$ cat config.mk
export PLATFORM = sky130hd
export DESIGN_NAME = mc_control_fsm_flat
export DESIGN_NICKNAME = d
export VERILOG_FILES = /design/src/rtl/mips_pkg.sv /design/src/rtl/mc_control_fsm_if.sv /design/src/rtl/mc_control_fsm.sv /design/src/flat_wrapper.sv
export SDC_FILE = /design/constraint.sdc
export NUM_CORES = 1
export LEC_CHECK = 0
export ABC_AREA = 1
export CAP_MARGIN = 20
export CORE_MARGIN = 4
export CORE_UTILIZATION = 50
export CTS_CLUSTER_DIAMETER = 50
export DETAILED_ROUTE_END_ITERATION = 8
export GPL_TIMING_DRIVEN = 1
export PLACE_DENSITY = 0.84
export SYNTH_ARGS = -nofsm -noshare
export SYNTH_HDL_FRONTEND = slang
export SYNTH_SLANG_ARGS = --single-unit
$ cat constraint.sdc
create_clock -name clk -period 6.35 [get_ports clk]
set_clock_uncertainty 0.2 [all_clocks]
set_input_delay 1.27 -clock clk [delete_from_list [all_inputs] [get_ports clk]]
set_output_delay 1.27 -clock clk [all_outputs]
set_load 0.05 [all_outputs]
$ cat src/rtl/mips_pkg.sv
// mips_pkg
//   Shared definitions for the multi-cycle MIPS controller: opcode values
//   decoded from IR[31:26], the controller state encodings, the datapath
//   select codes (ALUOp, ALUSrcB, PCSource) and a packed bundle that carries
//   every control output.
package mips_pkg;

    // Supported opcodes (IR[31:26])
    localparam logic [5:0] OP_RTYPE = 6'b000000;
    localparam logic [5:0] OP_LW    = 6'b100011;
    localparam logic [5:0] OP_SW    = 6'b101011;
    localparam logic [5:0] OP_BEQ   = 6'b000100;
    localparam logic [5:0] OP_J     = 6'b000010;
    localparam logic [5:0] OP_ADDI  = 6'b001000;

    // Controller states. The numeric values are visible on the debug state
    // port, so they are pinned explicitly.
    typedef enum logic [3:0] {
        S_FETCH     = 4'd0,
        S_DECODE    = 4'd1,
        S_MEM_ADDR  = 4'd2,
        S_MEM_READ  = 4'd3,
        S_MEM_WB    = 4'd4,
        S_MEM_WRITE = 4'd5,
        S_EXECUTE   = 4'd6,
        S_R_WB      = 4'd7,
        S_BRANCH    = 4'd8,
        S_JUMP      = 4'd9,
        S_ADDI_EXEC = 4'd10,
        S_ADDI_WB   = 4'd11
    } state_t;

    // ALU operation select
    localparam logic [1:0] ALUOP_ADD   = 2'b00;
    localparam logic [1:0] ALUOP_SUB   = 2'b01;
    localparam logic [1:0] ALUOP_FUNCT = 2'b10;

    // ALU operand B select
    localparam logic [1:0] SRCB_REG      = 2'b00;
    localparam logic [1:0] SRCB_FOUR     = 2'b01;
    localparam logic [1:0] SRCB_IMM      = 2'b10;
    localparam logic [1:0] SRCB_IMM_SHL2 = 2'b11;

    // Next-PC source select
    localparam logic [1:0] PCSRC_ALU    = 2'b00;
    localparam logic [1:0] PCSRC_ALUOUT = 2'b01;
    localparam logic [1:0] PCSRC_JUMP   = 2'b10;

    // Every control output in one bundle so the decode block can clear it
    // with a single default assignment.
    typedef struct packed {
        logic       PCWrite;
        logic       PCWriteCond;
        logic       IorD;
        logic       MemRead;
        logic       MemWrite;
        logic       IRWrite;
        logic       MemtoReg;
        logic       RegDst;
        logic       RegWrite;
        logic       ALUSrcA;
        logic [1:0] ALUSrcB;
        logic [1:0] ALUOp;
        logic [1:0] PCSource;
        logic       illegal_op;
    } ctrl_t;

endpackage

$ cat src/rtl/mc_control_fsm_if.sv
// mc_control_fsm_if
//   Connection between the main controller and the datapath it sequences.
//   Datapath -> controller : opcode (IR[31:26]), mem_ready (memory completes
//                            the current access this cycle)
//   Controller -> datapath : PC/IR/memory/register-file enables, mux selects,
//                            illegal_op pulse, debug state and the
//                            retired-instruction count (CNT_W bits)
//   master : the controller side
//   slave  : the datapath side
interface mc_control_fsm_if #(
    parameter int CNT_W = 32
);
    logic [5:0]       opcode;
    logic             mem_ready;
    logic             PCWrite;
    logic             PCWriteCond;
    logic             IorD;
    logic             MemRead;
    logic             MemWrite;
    logic             IRWrite;
    logic             MemtoReg;
    logic             RegDst;
    logic             RegWrite;
    logic             ALUSrcA;
    logic [1:0]       ALUSrcB;
    logic [1:0]       ALUOp;
    logic [1:0]       PCSource;
    logic             illegal_op;
    logic [3:0]       state;
    logic [CNT_W-1:0] retired;

    modport master (
        input  opcode, mem_ready,
        output PCWrite, PCWriteCond, IorD, MemRead, MemWrite, IRWrite,
               MemtoReg, RegDst, RegWrite, ALUSrcA, ALUSrcB, ALUOp, PCSource,
               illegal_op, state, retired
    );

    modport slave (
        output opcode, mem_ready,
        input  PCWrite, PCWriteCond, IorD, MemRead, MemWrite, IRWrite,
               MemtoReg, RegDst, RegWrite, ALUSrcA, ALUSrcB, ALUOp, PCSource,
               illegal_op, state, retired
    );

endinterface

$ cat src/rtl/mc_control_fsm.sv
// mc_control_fsm
//   Multi-cycle main controller for a shared-ALU / shared-memory MIPS
//   datapath. Steps one instruction at a time through FETCH, DECODE and an
//   opcode-specific tail, stalls the memory states until mem_ready, pulses
//   illegal_op for unsupported opcodes and counts retired instructions.
//   Ports:
//     clk    : rising-edge clock
//     reset  : synchronous, active-high; forces every control output low
//     bus    : mc_control_fsm_if.master (opcode/mem_ready in, controls out)
//   Parameters:
//     CNT_W  : width of the retired-instruction counter (wraps)
module mc_control_fsm
    import mips_pkg::*;
#(
    parameter int CNT_W = 32
) (
    input  logic             clk,
    input  logic             reset,
    mc_control_fsm_if.master bus
);

    state_t           state_q, state_d;
    logic [CNT_W-1:0] retired_q, retired_d;
    logic             retire;
    logic             illegal;
    ctrl_t            ctrl;

    // Next-state logic. Also flags the final cycle of every instruction
    // (retire) and unsupported opcodes seen in DECODE (illegal).
    always_comb begin
        state_d = state_q;
        retire  = 1'b0;
        illegal = 1'b0;
        case (state_q)
            S_FETCH: begin
                if (bus.mem_ready) state_d = S_DECODE;
            end
            S_DECODE: begin
                case (bus.opcode)
                    OP_RTYPE:     state_d = S_EXECUTE;
                    OP_LW, OP_SW: state_d = S_MEM_ADDR;
                    OP_BEQ:       state_d = S_BRANCH;
                    OP_J:         state_d = S_JUMP;
                    OP_ADDI:      state_d = S_ADDI_EXEC;
                    default: begin
                        state_d = S_FETCH;
                        illegal = 1'b1;
                    end
                endcase
            end
            // Only lw and sw reach this state, so anything other than sw is lw.
            S_MEM_ADDR: begin
                state_d = (bus.opcode == OP_SW) ? S_MEM_WRITE : S_MEM_READ;
            end
            S_MEM_READ: begin
                if (bus.mem_ready) state_d = S_MEM_WB;
            end
            S_MEM_WB: begin
                state_d = S_FETCH;
                retire  = 1'b1;
            end
            S_MEM_WRITE: begin
                if (bus.mem_ready) begin
                    state_d = S_FETCH;
                    retire  = 1'b1;
                end
            end
            S_EXECUTE:   state_d = S_R_WB;
            S_R_WB: begin
                state_d = S_FETCH;
                retire  = 1'b1;
            end
            S_BRANCH: begin
                state_d = S_FETCH;
                retire  = 1'b1;
            end
            S_JUMP: begin
                state_d = S_FETCH;
                retire  = 1'b1;
            end
            S_ADDI_EXEC: state_d = S_ADDI_WB;
            S_ADDI_WB: begin
                state_d = S_FETCH;
                retire  = 1'b1;
            end
            // Encodings 12-15 cannot be reached; fall back to FETCH.
            default:     state_d = S_FETCH;
        endcase
        retired_d = retired_q + CNT_W'(retire);
    end

    // State and retired counter. Reset wins over any state, so a stalled or
    // half-finished instruction is simply abandoned.
    always_ff @(posedge clk) begin
        if (reset) begin
            state_q   <= S_FETCH;
            retired_q <= '0;
        end else begin
            state_q   <= state_d;
            retired_q <= retired_d;
        end
    end

    // Output decode. Controls follow the state; mem_ready only gates the
    // FETCH-time PC and IR loads. Everything is held low while reset is high.
    always_comb begin
        ctrl = '0;
        if (!reset) begin
            case (state_q)
                S_FETCH: begin
                    ctrl.MemRead  = 1'b1;
                    ctrl.IorD     = 1'b0;
                    ctrl.ALUSrcA  = 1'b0;
                    ctrl.ALUSrcB  = SRCB_FOUR;
                    ctrl.ALUOp    = ALUOP_ADD;
                    ctrl.PCSource = PCSRC_ALU;
                    ctrl.IRWrite  = bus.mem_ready;
                    ctrl.PCWrite  = bus.mem_ready;
                end
                // Branch target is computed speculatively into ALUOut here.
                S_DECODE: begin
                    ctrl.ALUSrcA    = 1'b0;
                    ctrl.ALUSrcB    = SRCB_IMM_SHL2;
                    ctrl.ALUOp      = ALUOP_ADD;
                    ctrl.illegal_op = illegal;
                end
                S_MEM_ADDR: begin
                    ctrl.ALUSrcA = 1'b1;
                    ctrl.ALUSrcB = SRCB_IMM;
                    ctrl.ALUOp   = ALUOP_ADD;
                end
                S_MEM_READ: begin
                    ctrl.MemRead = 1'b1;
                    ctrl.IorD    = 1'b1;
                end
                S_MEM_WB: begin
                    ctrl.RegWrite = 1'b1;
                    ctrl.MemtoReg = 1'b1;
                    ctrl.RegDst   = 1'b0;
                end
                S_MEM_WRITE: begin
                    ctrl.MemWrite = 1'b1;
                    ctrl.IorD     = 1'b1;
                end
                S_EXECUTE: begin
                    ctrl.ALUSrcA = 1'b1;
                    ctrl.ALUSrcB = SRCB_REG;
                    ctrl.ALUOp   = ALUOP_FUNCT;
                end
                S_R_WB: begin
                    ctrl.RegWrite = 1'b1;
                    ctrl.RegDst   = 1'b1;
                    ctrl.MemtoReg = 1'b0;
                end
                S_BRANCH: begin
                    ctrl.ALUSrcA     = 1'b1;
                    ctrl.ALUSrcB     = SRCB_REG;
                    ctrl.ALUOp       = ALUOP_SUB;
                    ctrl.PCWriteCond = 1'b1;
                    ctrl.PCSource    = PCSRC_ALUOUT;
                end
                S_JUMP: begin
                    ctrl.PCWrite  = 1'b1;
                    ctrl.PCSource = PCSRC_JUMP;
                end
                S_ADDI_EXEC: begin
                    ctrl.ALUSrcA = 1'b1;
                    ctrl.ALUSrcB = SRCB_IMM;
                    ctrl.ALUOp   = ALUOP_ADD;
                end
                S_ADDI_WB: begin
                    ctrl.RegWrite = 1'b1;
                    ctrl.RegDst   = 1'b0;
                    ctrl.MemtoReg = 1'b0;
                end
                default: ctrl = '0;
            endcase
        end
    end

    assign bus.PCWrite     = ctrl.PCWrite;
    assign bus.PCWriteCond = ctrl.PCWriteCond;
    assign bus.IorD        = ctrl.IorD;
    assign bus.MemRead     = ctrl.MemRead;
    assign bus.MemWrite    = ctrl.MemWrite;
    assign bus.IRWrite     = ctrl.IRWrite;
    assign bus.MemtoReg    = ctrl.MemtoReg;
    assign bus.RegDst      = ctrl.RegDst;
    assign bus.RegWrite    = ctrl.RegWrite;
    assign bus.ALUSrcA     = ctrl.ALUSrcA;
    assign bus.ALUSrcB     = ctrl.ALUSrcB;
    assign bus.ALUOp       = ctrl.ALUOp;
    assign bus.PCSource    = ctrl.PCSource;
    assign bus.illegal_op  = ctrl.illegal_op;
    assign bus.state       = state_q;
    assign bus.retired     = retired_q;

endmodule

$ cat src/flat_wrapper.sv
// flat-port wrapper written by rule: the top's interface ports become plain ports
module mc_control_fsm_flat import mips_pkg::*;
#(
    parameter int CNT_W = 32
)
  (clk, reset, bus_opcode, bus_mem_ready, bus_PCWrite, bus_PCWriteCond, bus_IorD, bus_MemRead, bus_MemWrite, bus_IRWrite, bus_MemtoReg, bus_RegDst, bus_RegWrite, bus_ALUSrcA, bus_ALUSrcB, bus_ALUOp, bus_PCSource, bus_illegal_op, bus_state, bus_retired);
  mc_control_fsm_if #(.CNT_W(CNT_W)) bus_i ();
  input  logic clk;
  input  logic reset;
  input wire logic [$bits(bus_i.opcode)-1:0] bus_opcode;
  input wire logic [$bits(bus_i.mem_ready)-1:0] bus_mem_ready;
  output wire logic [$bits(bus_i.PCWrite)-1:0] bus_PCWrite;
  output wire logic [$bits(bus_i.PCWriteCond)-1:0] bus_PCWriteCond;
  output wire logic [$bits(bus_i.IorD)-1:0] bus_IorD;
  output wire logic [$bits(bus_i.MemRead)-1:0] bus_MemRead;
  output wire logic [$bits(bus_i.MemWrite)-1:0] bus_MemWrite;
  output wire logic [$bits(bus_i.IRWrite)-1:0] bus_IRWrite;
  output wire logic [$bits(bus_i.MemtoReg)-1:0] bus_MemtoReg;
  output wire logic [$bits(bus_i.RegDst)-1:0] bus_RegDst;
  output wire logic [$bits(bus_i.RegWrite)-1:0] bus_RegWrite;
  output wire logic [$bits(bus_i.ALUSrcA)-1:0] bus_ALUSrcA;
  output wire logic [$bits(bus_i.ALUSrcB)-1:0] bus_ALUSrcB;
  output wire logic [$bits(bus_i.ALUOp)-1:0] bus_ALUOp;
  output wire logic [$bits(bus_i.PCSource)-1:0] bus_PCSource;
  output wire logic [$bits(bus_i.illegal_op)-1:0] bus_illegal_op;
  output wire logic [$bits(bus_i.state)-1:0] bus_state;
  output wire logic [$bits(bus_i.retired)-1:0] bus_retired;
  assign bus_i.opcode = bus_opcode;
  assign bus_i.mem_ready = bus_mem_ready;
  assign bus_PCWrite = bus_i.PCWrite;
  assign bus_PCWriteCond = bus_i.PCWriteCond;
  assign bus_IorD = bus_i.IorD;
  assign bus_MemRead = bus_i.MemRead;
  assign bus_MemWrite = bus_i.MemWrite;
  assign bus_IRWrite = bus_i.IRWrite;
  assign bus_MemtoReg = bus_i.MemtoReg;
  assign bus_RegDst = bus_i.RegDst;
  assign bus_RegWrite = bus_i.RegWrite;
  assign bus_ALUSrcA = bus_i.ALUSrcA;
  assign bus_ALUSrcB = bus_i.ALUSrcB;
  assign bus_ALUOp = bus_i.ALUOp;
  assign bus_PCSource = bus_i.PCSource;
  assign bus_illegal_op = bus_i.illegal_op;
  assign bus_state = bus_i.state;
  assign bus_retired = bus_i.retired;
  mc_control_fsm #(.CNT_W(CNT_W)) u_core (.clk(clk), .reset(reset), .bus(bus_i));
endmodule
==> flow_summary_export.csv, run 1 <==
group,metric,value,unit
finish,finalCoreUtilization,69.5,%
global_routing,grt_pass1_vias,2320,
setup_path,cp-startpoint,"reset",
cts,cts_made_buffers,5,
cts,cts_resized,0,
route,vias,2525,
timing,hold_viol_final,0,
setup_path,slowest_stage,"clkdlybuf4s50_1",
timing,rsz0062_at_grt,"no",
setup_path,worst_path_most_repeated_cell,"clkdlybuf4s50_1",
logic_synthesis,yosysSeqAreaShare,31.9,%
timing,fmax,0.209,GHz
floorplanning,initial_core_util,51.8,%
timing,fin_crit_sh,75.5,%
place,gp_congestion,0.917,
status,status,"completed",
route,ant_nets,0,
setup_path,crit_path_end_kind,"output port",
floorplanning,rows,24,
cts,cts_tree,"yes",
place,portBuffers,61,
floorplanning,die-area,5650,sq um
cts,htreeDepth,2,
power_and_ir_drop,p_total,0.000487,W
logic_synthesis,synth_ff_type,"dfxtp_1",
logic_synthesis,synthesis.area,2260,sq um
global_routing,grt.busiest_layer,"met2",
logic_synthesis,synth_warnings,0,
setup_path,arrival,3320,ps
min_path,hp-start,"u_core.bus.retired[31]",
power_and_ir_drop,powerDensity,161,nW/um^2
logic_synthesis,synth.most_common_cell,"nand2_1",
cts,insertion_delay,290,ps
power_and_ir_drop,leakage,1.09,nW
logic_synthesis,async_flop_share,0,%
logic_synthesis,yosys-top-cells-area,"dfxtp_1 (32%), nand2_1 (19%), nor2_1 (14%), inv_1 (5.8%), a21oi_1 (4.7%)",
route,wl_per_cell,12.8,microns
global_routing,grt.met3_usage,2.67,%
finish,final_cells,489,
setup_path,reg2reg_from,"u_core.bus.state[3]",
timing,hold_slack,297,ps
global_routing,grtUsageMet2,36.7,%
min_path,hp-class,"reg2reg",
setup_path,cpPeakStageDelay,830,ps
route,via_per_inst,5.16,
logic_synthesis,yosysTopAreaCellShare,31.9,%
finish,drive_gt1_share,6.86,%
timing,final_max_slew_viol_count,0,
global_routing,grt_max_degree,47,
floorplanning,die_h,75.2,microns
logic_synthesis,synth_cell_types,26,
floorplanning,io_pins,62,
logic_synthesis,synth.avg_cell_area,6.05,sq um
timing,max_slew.worst_pin.slew,531,ps
global_routing,antenna_found_initial,0,
finish,fin_nets,447,
logic_synthesis,synthCells,373,
setup_path,path_max_fanout,46,
route,wirelength,6240,microns
route,route.detailed.drc,0,
cts,clock_sinks,36,
logic_synthesis,synth_edf_count,0,
logic_synthesis,synth_common_cells,"nand2_1 (117), nor2_1 (85), dfxtp_1 (36)",
timing,relSlewSlack,64.5,%
logic_synthesis,synth_top_cell_by_area,"dfxtp_1",
logic_synthesis,syn_nets,384,
finish,syn_to_final_growth,34.1,%
cts,cts_setup_buffers,0,
flow_run,drv_cap,0,
route,drtIter0Drc,227,
route,first_pass_iters,5,
cts,path_clk_slew,70,ps
timing,setup-tns-final,0,ps
timing,min_period,4790,ps
global_routing,overflow,0,
timing,setup_violations,0,
logic_synthesis,synth_seq_cells,36,
global_routing,grtUsageMet1,33.9,%
cts,cts_buffer_depth,2,
setup_path,cp-start-kind,"input port",
place,place_hpwl,4930,microns
setup_path,worst-setup-path-type,"in2out",
finish,diodes,0,
setup_path,crit_chain,"clkdlybuf4s50_1, buf_4, inv_1, nand2_1, nor3_1, clkdlybuf4s50_1",
global_routing,grt_util_all_layers,23.7,%
cts,cts_root_buffer,"clkbuf_8",
setup_path,r2r_slack,3940,ps
setup_path,worst_ep_required_time,4880,ps
global_routing,grt_pass1_wl,10400,microns
place,dpl.cell_count,481,
floorplanning,core,4350,sq um
cts,hold_buffers,0,
floorplanning,dieWidth,75.2,microns
power_and_ir_drop,ir_worst_vdd,0.103,mV
-- power by group --
part	switching, W	internal, W
sequential	0.00000178	0.000227
combinational	0.0000374	0.0000182
clock	0.0000868	0.000116
total	0.000126	0.000361
-- state kept, by name, indices dropped and copies added, names as in the netlist --
name                count
u_core.bus.state        4
u_core.bus.retired     32
-- cells by family (layout without fill, tap and decap cells) --
logic type | count (synthesis) | in the layout | share of synthesized area (%)
and+or+nand+nor | 255 | 255 | 49.4
adders and majority gates | 2 | 2 | 1.11
AOI/OAI and AO/OA | 30 | 30 | 7.27
xor gates and xnor gates | 8 | 8 | 3.11
buffers and inverters | 42 | 106 | 7.15
DFF | 36 | 36 | 31.9
-- worst paths after layout --
check / to / cells after the start
hold reg to reg: u_core.bus.retired[31] / 2
setup reg to reg: u_core.bus.retired[14] / 14
hold / removal: u_core.bus.retired[31] / 2
setup / recovery: bus_illegal_op / 6
-- cells in the final DEF, fill, tap and decap left out, types with 2 or more instances in the layout --
master	n
a21oi_1	21
clkbuf_8	5
clkdlybuf4s50_1	61
dfxtp_1	36
ha_1	2
inv_1	35
nand2_1	117
nand2_2	6
nand3_1	12
nand3b_1	12
nor2_1	85
nor2_2	8
nor2_4	4
nor3_1	8
o21a_1	2
o21ai_0	3
o22ai_1	2
xnor2_1	5
xor2_1	3
-- critical path, delay by kind of cell --
family / cells / cell delay (ps)
buf+inv: 4 / 1750
simple gates: 2 / 290
-- per-layer routing --
metal	up-vias	wire, microns
li1	1291	-
met1	1131	2880
met2	95	2870
met3	8	388
met4	0	97
met5	-	0
-- stage by stage --
| step | instance area [sq um] | setup WS [ps] |
|---|---|---|
| 6_report | 3020 | 1560 |
| 5_1_grt | 3020 | 1430 |
| 4_1_cts | 3020 | 1540 |
| 3_5_place_dp | 2910 | 1570 |
| 3_3_place_gp | 2910 | 1570 |
| 2_1_floorplan | 2260 | 1690 |
-- cell type report --
type | instances | area [sq um]
Clock buffer | 5 | 68.8
Clock inverter | 3 | 42.5
Fill cell | 376 | 1330
Inverter | 36 | 135
Multi-Input combinational cell | 295 | 1370
Sequential cell | 36 | 721
Tap cell | 52 | 65.1
Timing Repair Buffer | 62 | 618
(Power assumes the default switching activity.)
==> run 2, diff against run 1 <==
- CORE_UTILIZATION: 50 -> 44
- PLACE_DENSITY: 0.84 -> 0.78
- clock period: 6.35 -> 3.9 ns (I/O delays scaled with it)
==> run 2 against run 1 <==
  * Global-route usage fell by 2.1 points
  * Critical endpoint unchanged
  * Largest power group unchanged
  * Core utilization decreased by 5.0 points
  * Register-to-register slack got worse by 2400 ps
  * Total power is 65% higher
  * Worst hold slack got worse by 25 ps
  * Cell count rose by 3.5%
==> flow_summary_export.csv, run 2 (synthesized netlist as in run 1, its figures left out) <==
group,metric,value,unit
finish,fin_nets,449,
setup_path,cpPeakStageDelay,560,ps
floorplanning,initial_core_util,46.5,%
setup_path,slowest_stage,"clkdlybuf4s50_1",
floorplanning,dieWidth,79.6,microns
finish,layout_commonest_cell,"nand2_1",
setup_path,worst-r2r-cell-count,12,
route,vias,2507,
floorplanning,die-area,6340,sq um
finish,final_cells,506,
status,status,"completed",
setup_path,cp-start-kind,"input port",
cts,cts_setup_buffers,0,
timing,rsz0062_at_grt,"no",
setup_path,crit_chain,"clkdlybuf4s50_1, inv_1, nand2_1, nor3_1, buf_12",
cts,htreeDepth,2,
setup_path,worst_ep_required_time,2920,ps
power_and_ir_drop,powerDensity,257,nW/um^2
finish,largest_reg_flops,32,
setup_path,reg2reg_from,"u_core.bus.state[1]",
setup_path,crit_buf_inv,3,
finish,diodes,0,
timing,relSlewSlack,56.8,%
place,gp_congestion,0.897,
cts,cts_resized,0,
floorplanning,io_pins,62,
floorplanning,core,4850,sq um
finish,drive_gt1_share,10.9,%
setup_path,worst-setup-path-type,"in2out",
min_path,hp-start,"u_core.bus.retired[31]",
finish,fillers,449,
cts,cts_made_buffers,5,
power_and_ir_drop,leakage,1.16,nW
route,via_per_inst,4.95,
power_and_ir_drop,ir_worst_vdd,0.243,mV
route,wirelength,6370,microns
min_path,hold_end,"u_core.bus.retired[31]",
finish,syn_to_final_growth,38.5,%
timing,fmax,0.310,GHz
cts,cts_root_buffer,"clkbuf_8",
timing,hold_slack,273,ps
timing,setup_violations,0,
timing,fin_crit_sh,82.6,%
place,portBuffers,61,
cts,cts_buffer_depth,2,
route,wl_per_cell,12.6,microns
place,place_hpwl,5110,microns
global_routing,grt_pass1_wl,10800,microns
finish,finalCoreUtilization,64.4,%
route,ant_nets,0,
global_routing,grt_pass1_vias,2364,
global_routing,antenna_found_initial,0,
cts,path_clk_slew,70,ps
cts,insertion_delay,300,ps
timing,max_slew.worst_pin.slew,644,ps
setup_path,arrival,2240,ps
global_routing,grt_max_degree,24,
finish,final_cell_mix,"nand2_1 (117), nor2_1 (85), clkdlybuf4s50_1 (44)",
setup_path,crit_path_end_kind,"output port",
setup_path,path_max_fanout,9,
timing,min_period,3220,ps
timing,final_max_slew_viol_count,0,
route,first_pass_iters,4,
global_routing,grt_util_all_layers,21.6,%
floorplanning,die_h,79.6,microns
global_routing,overflow,0,
route,route.detailed.drc,0,
cts,hold_buffers,0,
cts,clock_sinks,36,
route,drtIter0Drc,139,
setup_path,r2r_slack,1500,ps
timing,hold_viol_final,0,
power_and_ir_drop,p_total,0.000804,W
min_path,whs_path_depth,2,
floorplanning,rows,25,
place,dpl.cell_count,498,
flow_run,drv_cap,0,
min_path,hp-class,"reg2reg",
timing,setup-tns-final,0,ps
setup_path,r2r_end,"u_core.bus.retired[23]",
cts,cts_tree,"yes",
setup_path,path_delay_family,"buffers and inverters",
## run 2: worst register-to-register path, cell delays in order, from the launching register on
cell	delay, ps
dfxtp_1	400
inv_1	130
nand2_1	90
inv_1	120
nand2_1	120
o221ai_1	230
ha_1	210
nand2_2	120
nor2_4	170
nand2_1	110
inv_1	170
nand3b_1	110
a21oi_1	150
## run 2: metrics by stage
| stage | area (sq um) | setup slack [ps] |
|---|---|---|
| 6_report | 3120 | 679 |
| 2_1_floorplan | 2260 | 222 |
| 5_1_grt | 3120 | 559 |
| 4_1_cts | 3120 | 670 |
| 3_3_place_gp | 3020 | 694 |
| 3_5_place_dp | 3020 | 700 |
## run 2: how the worst max path moves through the flow
stage	startpoint	endpoint	slack [ps]	depth (start not counted)
3_5_place_dp	reset	bus_illegal_op	700	5
2_1_floorplan	reset	bus_ALUOp[0]	220	4
6_report	reset	bus_illegal_op	680	5
3_3_place_gp	reset	bus_illegal_op	690	5
4_1_cts	reset	bus_illegal_op	670	5
5_1_grt	reset	bus_illegal_op	560	5
## run 2: power breakdown
group,switching (W),internal (W),leakage [nW]
sequential,0.00000299,0.000369,0.290
combinational,0.0000632,0.0000352,0.816
clock,0.000143,0.000190,0.0552
## run 2: per-layer routing
metal | up-vias | track usage (%) | part of all wire [%]
met5 | - | 0 | 0
met4 | 0 | 8.25 | 1.7
met3 | 10 | 4.18 | 5.9
met2 | 68 | 35.3 | 46
met1 | 1134 | 27.8 | 46
li1 | 1295 | - | -
## run 2: area by class of cell
type                    instances  area (sq um)  area share, %
inverters                      36           135           4.33
well taps                      67          83.8           2.68
multi-input cells             295          1370           44.0
clock inverters                 2          35.0           1.12
repair buffers                 64           703           22.5
clock buffers                   6          72.6           2.32
flip-flops and latches         36           721           23.1
==> edit (flow settings as in run 2) <==
`CNT_W` is set to 32 in 3 places; all go to 16.
--- a/src/rtl/mc_control_fsm_if.sv
+++ b/src/rtl/mc_control_fsm_if.sv
@@ -10,3 +10,3 @@
 interface mc_control_fsm_if #(
-    parameter int CNT_W = 32
+    parameter int CNT_W = 16
 );
--- a/src/rtl/mc_control_fsm.sv
+++ b/src/rtl/mc_control_fsm.sv
@@ -14,3 +14,3 @@
 #(
-    parameter int CNT_W = 32
+    parameter int CNT_W = 16
 ) (
--- a/src/flat_wrapper.sv
+++ b/src/flat_wrapper.sv
@@ -3,3 +3,3 @@
 #(
-    parameter int CNT_W = 32
+    parameter int CNT_W = 16
 )
Ports: changed (resized bus_retired); port bits go from 62 to 46. The function was not compared with the original's and may differ.
==> edit against run 2 <==
  * Synthesized cell count fell by 43%
  * Largest power group unchanged
  * Wire length is 48% lower
  * Count of clock-buffer cells in the layout is 3 lower
  * Die area down 37%
  * Clock power shrank 48%
  * Sequential cell count shrank 16
  * Final cell count shrank 43%
  * Via count shrank 41%
  * Area after synthesis shrank 41%
  * Total power is 41% lower
  * Final area is 41% lower
  * Critical endpoint is now bus_MemWrite
  * Worst setup slack got worse by 0.14 ns
==> edit: results (changes against run 2) <==
met1 Use GR: 0.221 (-0.0567)
largest net degree at the start of global routing: 15 (-38%)
critical path fanouts, max: 12 (+3)
fraction of area in multi-input gates: 0.425 (-0.0152)
detailed placement HPWL: 2620 um (-49%)
top post-synthesis cells by count: nand2_1 (49), nor2_1 (33), inv_1 (31)
outcome: finished clean
met3 GRT Util: 0.0373 (-0.00446)
# clk buffers: 3 (-3)
Synth Register Bits: 20 (-44%)
vias per cell: 5.10 (+2.9%)
fill count: 264 (-41%)
WL final: 3320 um (-48%)
Max Used Layer: met4
Post-Layout Cell Count: 290 (-43%)
M1 WL: 1590 um (-46%)
Multi-Input Combinational: 153 (-48%)
share of cells above drive strength 1: 0.162 (+0.0528)
final net count: 271 (-40%)
VDD IR-drop max: 234 uV (-3.6%)
Clock buf/inv share: 0.0287 (-0.00577)
RR Endpoint: u_core.bus.retired[8]
sequential-to-total area share from yosys stat: 0.300 (-0.0193)
Clock transition at path regs: 0.11 ns (+0.04 ns)
dominant cells by area after synthesis: dfxtp_1 (30%), nand2_1 (14%), nor2_1 (9.3%)
vias in the first global route: 1312 (-45%)
total track usage: 0.171 (-0.0450)
DR WL met2: 1470 um (-50%)
Seq area share: 0.218 (-0.0122)
P_leak: 0.798 nW (-31%)
Finish-stage setup viols: 0 (unchanged)
Synth Area in Adders: 0.0188 (+0.00767)
met3 WL: 217 um (-42%)
Slew headroom: 0.662 (+0.0944)
Syn Nets: 224 (-42%)
xor-xnor portion of the synthesized cell area: 0.0131 (-0.0179)
compound-gate portion of the synthesized area: 0.129 (+0.0559)
M2 GR Usage: 0.282 (-0.0711)
first-pass GRT wire length: 5550 um (-48%)
R2R Path Start: u_core.bus.state[0]
max reg flops: 16 (-50%)
post-synthesis cell count: 213 (-43%)
synth unique cells: 27 (+3.8%)
1st-iter DRT viols: 54 (-61%)
clock root buffer master: clkbuf_4
buffering overhead: 0.233 (+0.00838)
Worst Path Arrival: 2.38 ns (+0.14 ns)
I/O Buffers: 45 (-26%)
edit: changes by cell type in the layout (fill, tap and decap cells not counted), sizes merged, moves of 4 or more:
cell           before  now
dfxtp              36   20
nand3b             12    0
nand2             124   53
xnor2               5    1
nor2               97   38
clkdlybuf4s50      44   28
nand3              12   17
o21ai               3    9
edit: power by group:
group	leakage, nW	switching, mW	internal [mW]
combinational	0.609	0.0592	0.0309
clock	0.0279	0.0685	0.104
sequential	0.161	0.00311	0.206
total	0.798	0.131	0.341
edit: how the worst min path moves through the flow:
stage / from / to / slack (ns) / depth (start not counted)
3_3_place_gp: u_core.bus.retired[9] / u_core.bus.retired[9] / 0.29 / 2
4_1_cts: u_core.bus.retired[9] / u_core.bus.retired[9] / 0.31 / 2
3_5_place_dp: u_core.bus.retired[9] / u_core.bus.retired[9] / 0.29 / 2
5_1_grt: u_core.bus.retired[9] / u_core.bus.retired[9] / 0.33 / 2
6_report: u_core.bus.retired[9] / u_core.bus.retired[9] / 0.30 / 2
2_1_floorplan: u_core.bus.retired[5] / u_core.bus.retired[5] / 0.50 / 1
edit: through the flow:
| stage | setup WS [ns] | utilization | power (mW) | area (sq um) | hold slack, ns |
|---|---|---|---|---|---|
| after floorplan | 0.722 | - | 0.273 | 1330 | 0.497 |
| after global placement | 0.562 | 0.629 | 0.304 | 1780 | 0.287 |
| after detailed placement | 0.559 | 0.629 | 0.303 | 1780 | 0.289 |
| after CTS | 0.551 | 0.648 | 0.473 | 1830 | 0.305 |
| after global routing | 0.414 | 0.648 | 0.492 | 1830 | 0.328 |
| final | 0.542 | 0.648 | 0.472 | 1830 | 0.299 |
edit: worst max-delay path, cell delays in order:
cell and delay [ns]:
clkdlybuf4s50_1 0.74, clkinv_1 0.40, nand2_1 0.22, nor2_1 0.06, buf_4 0.18
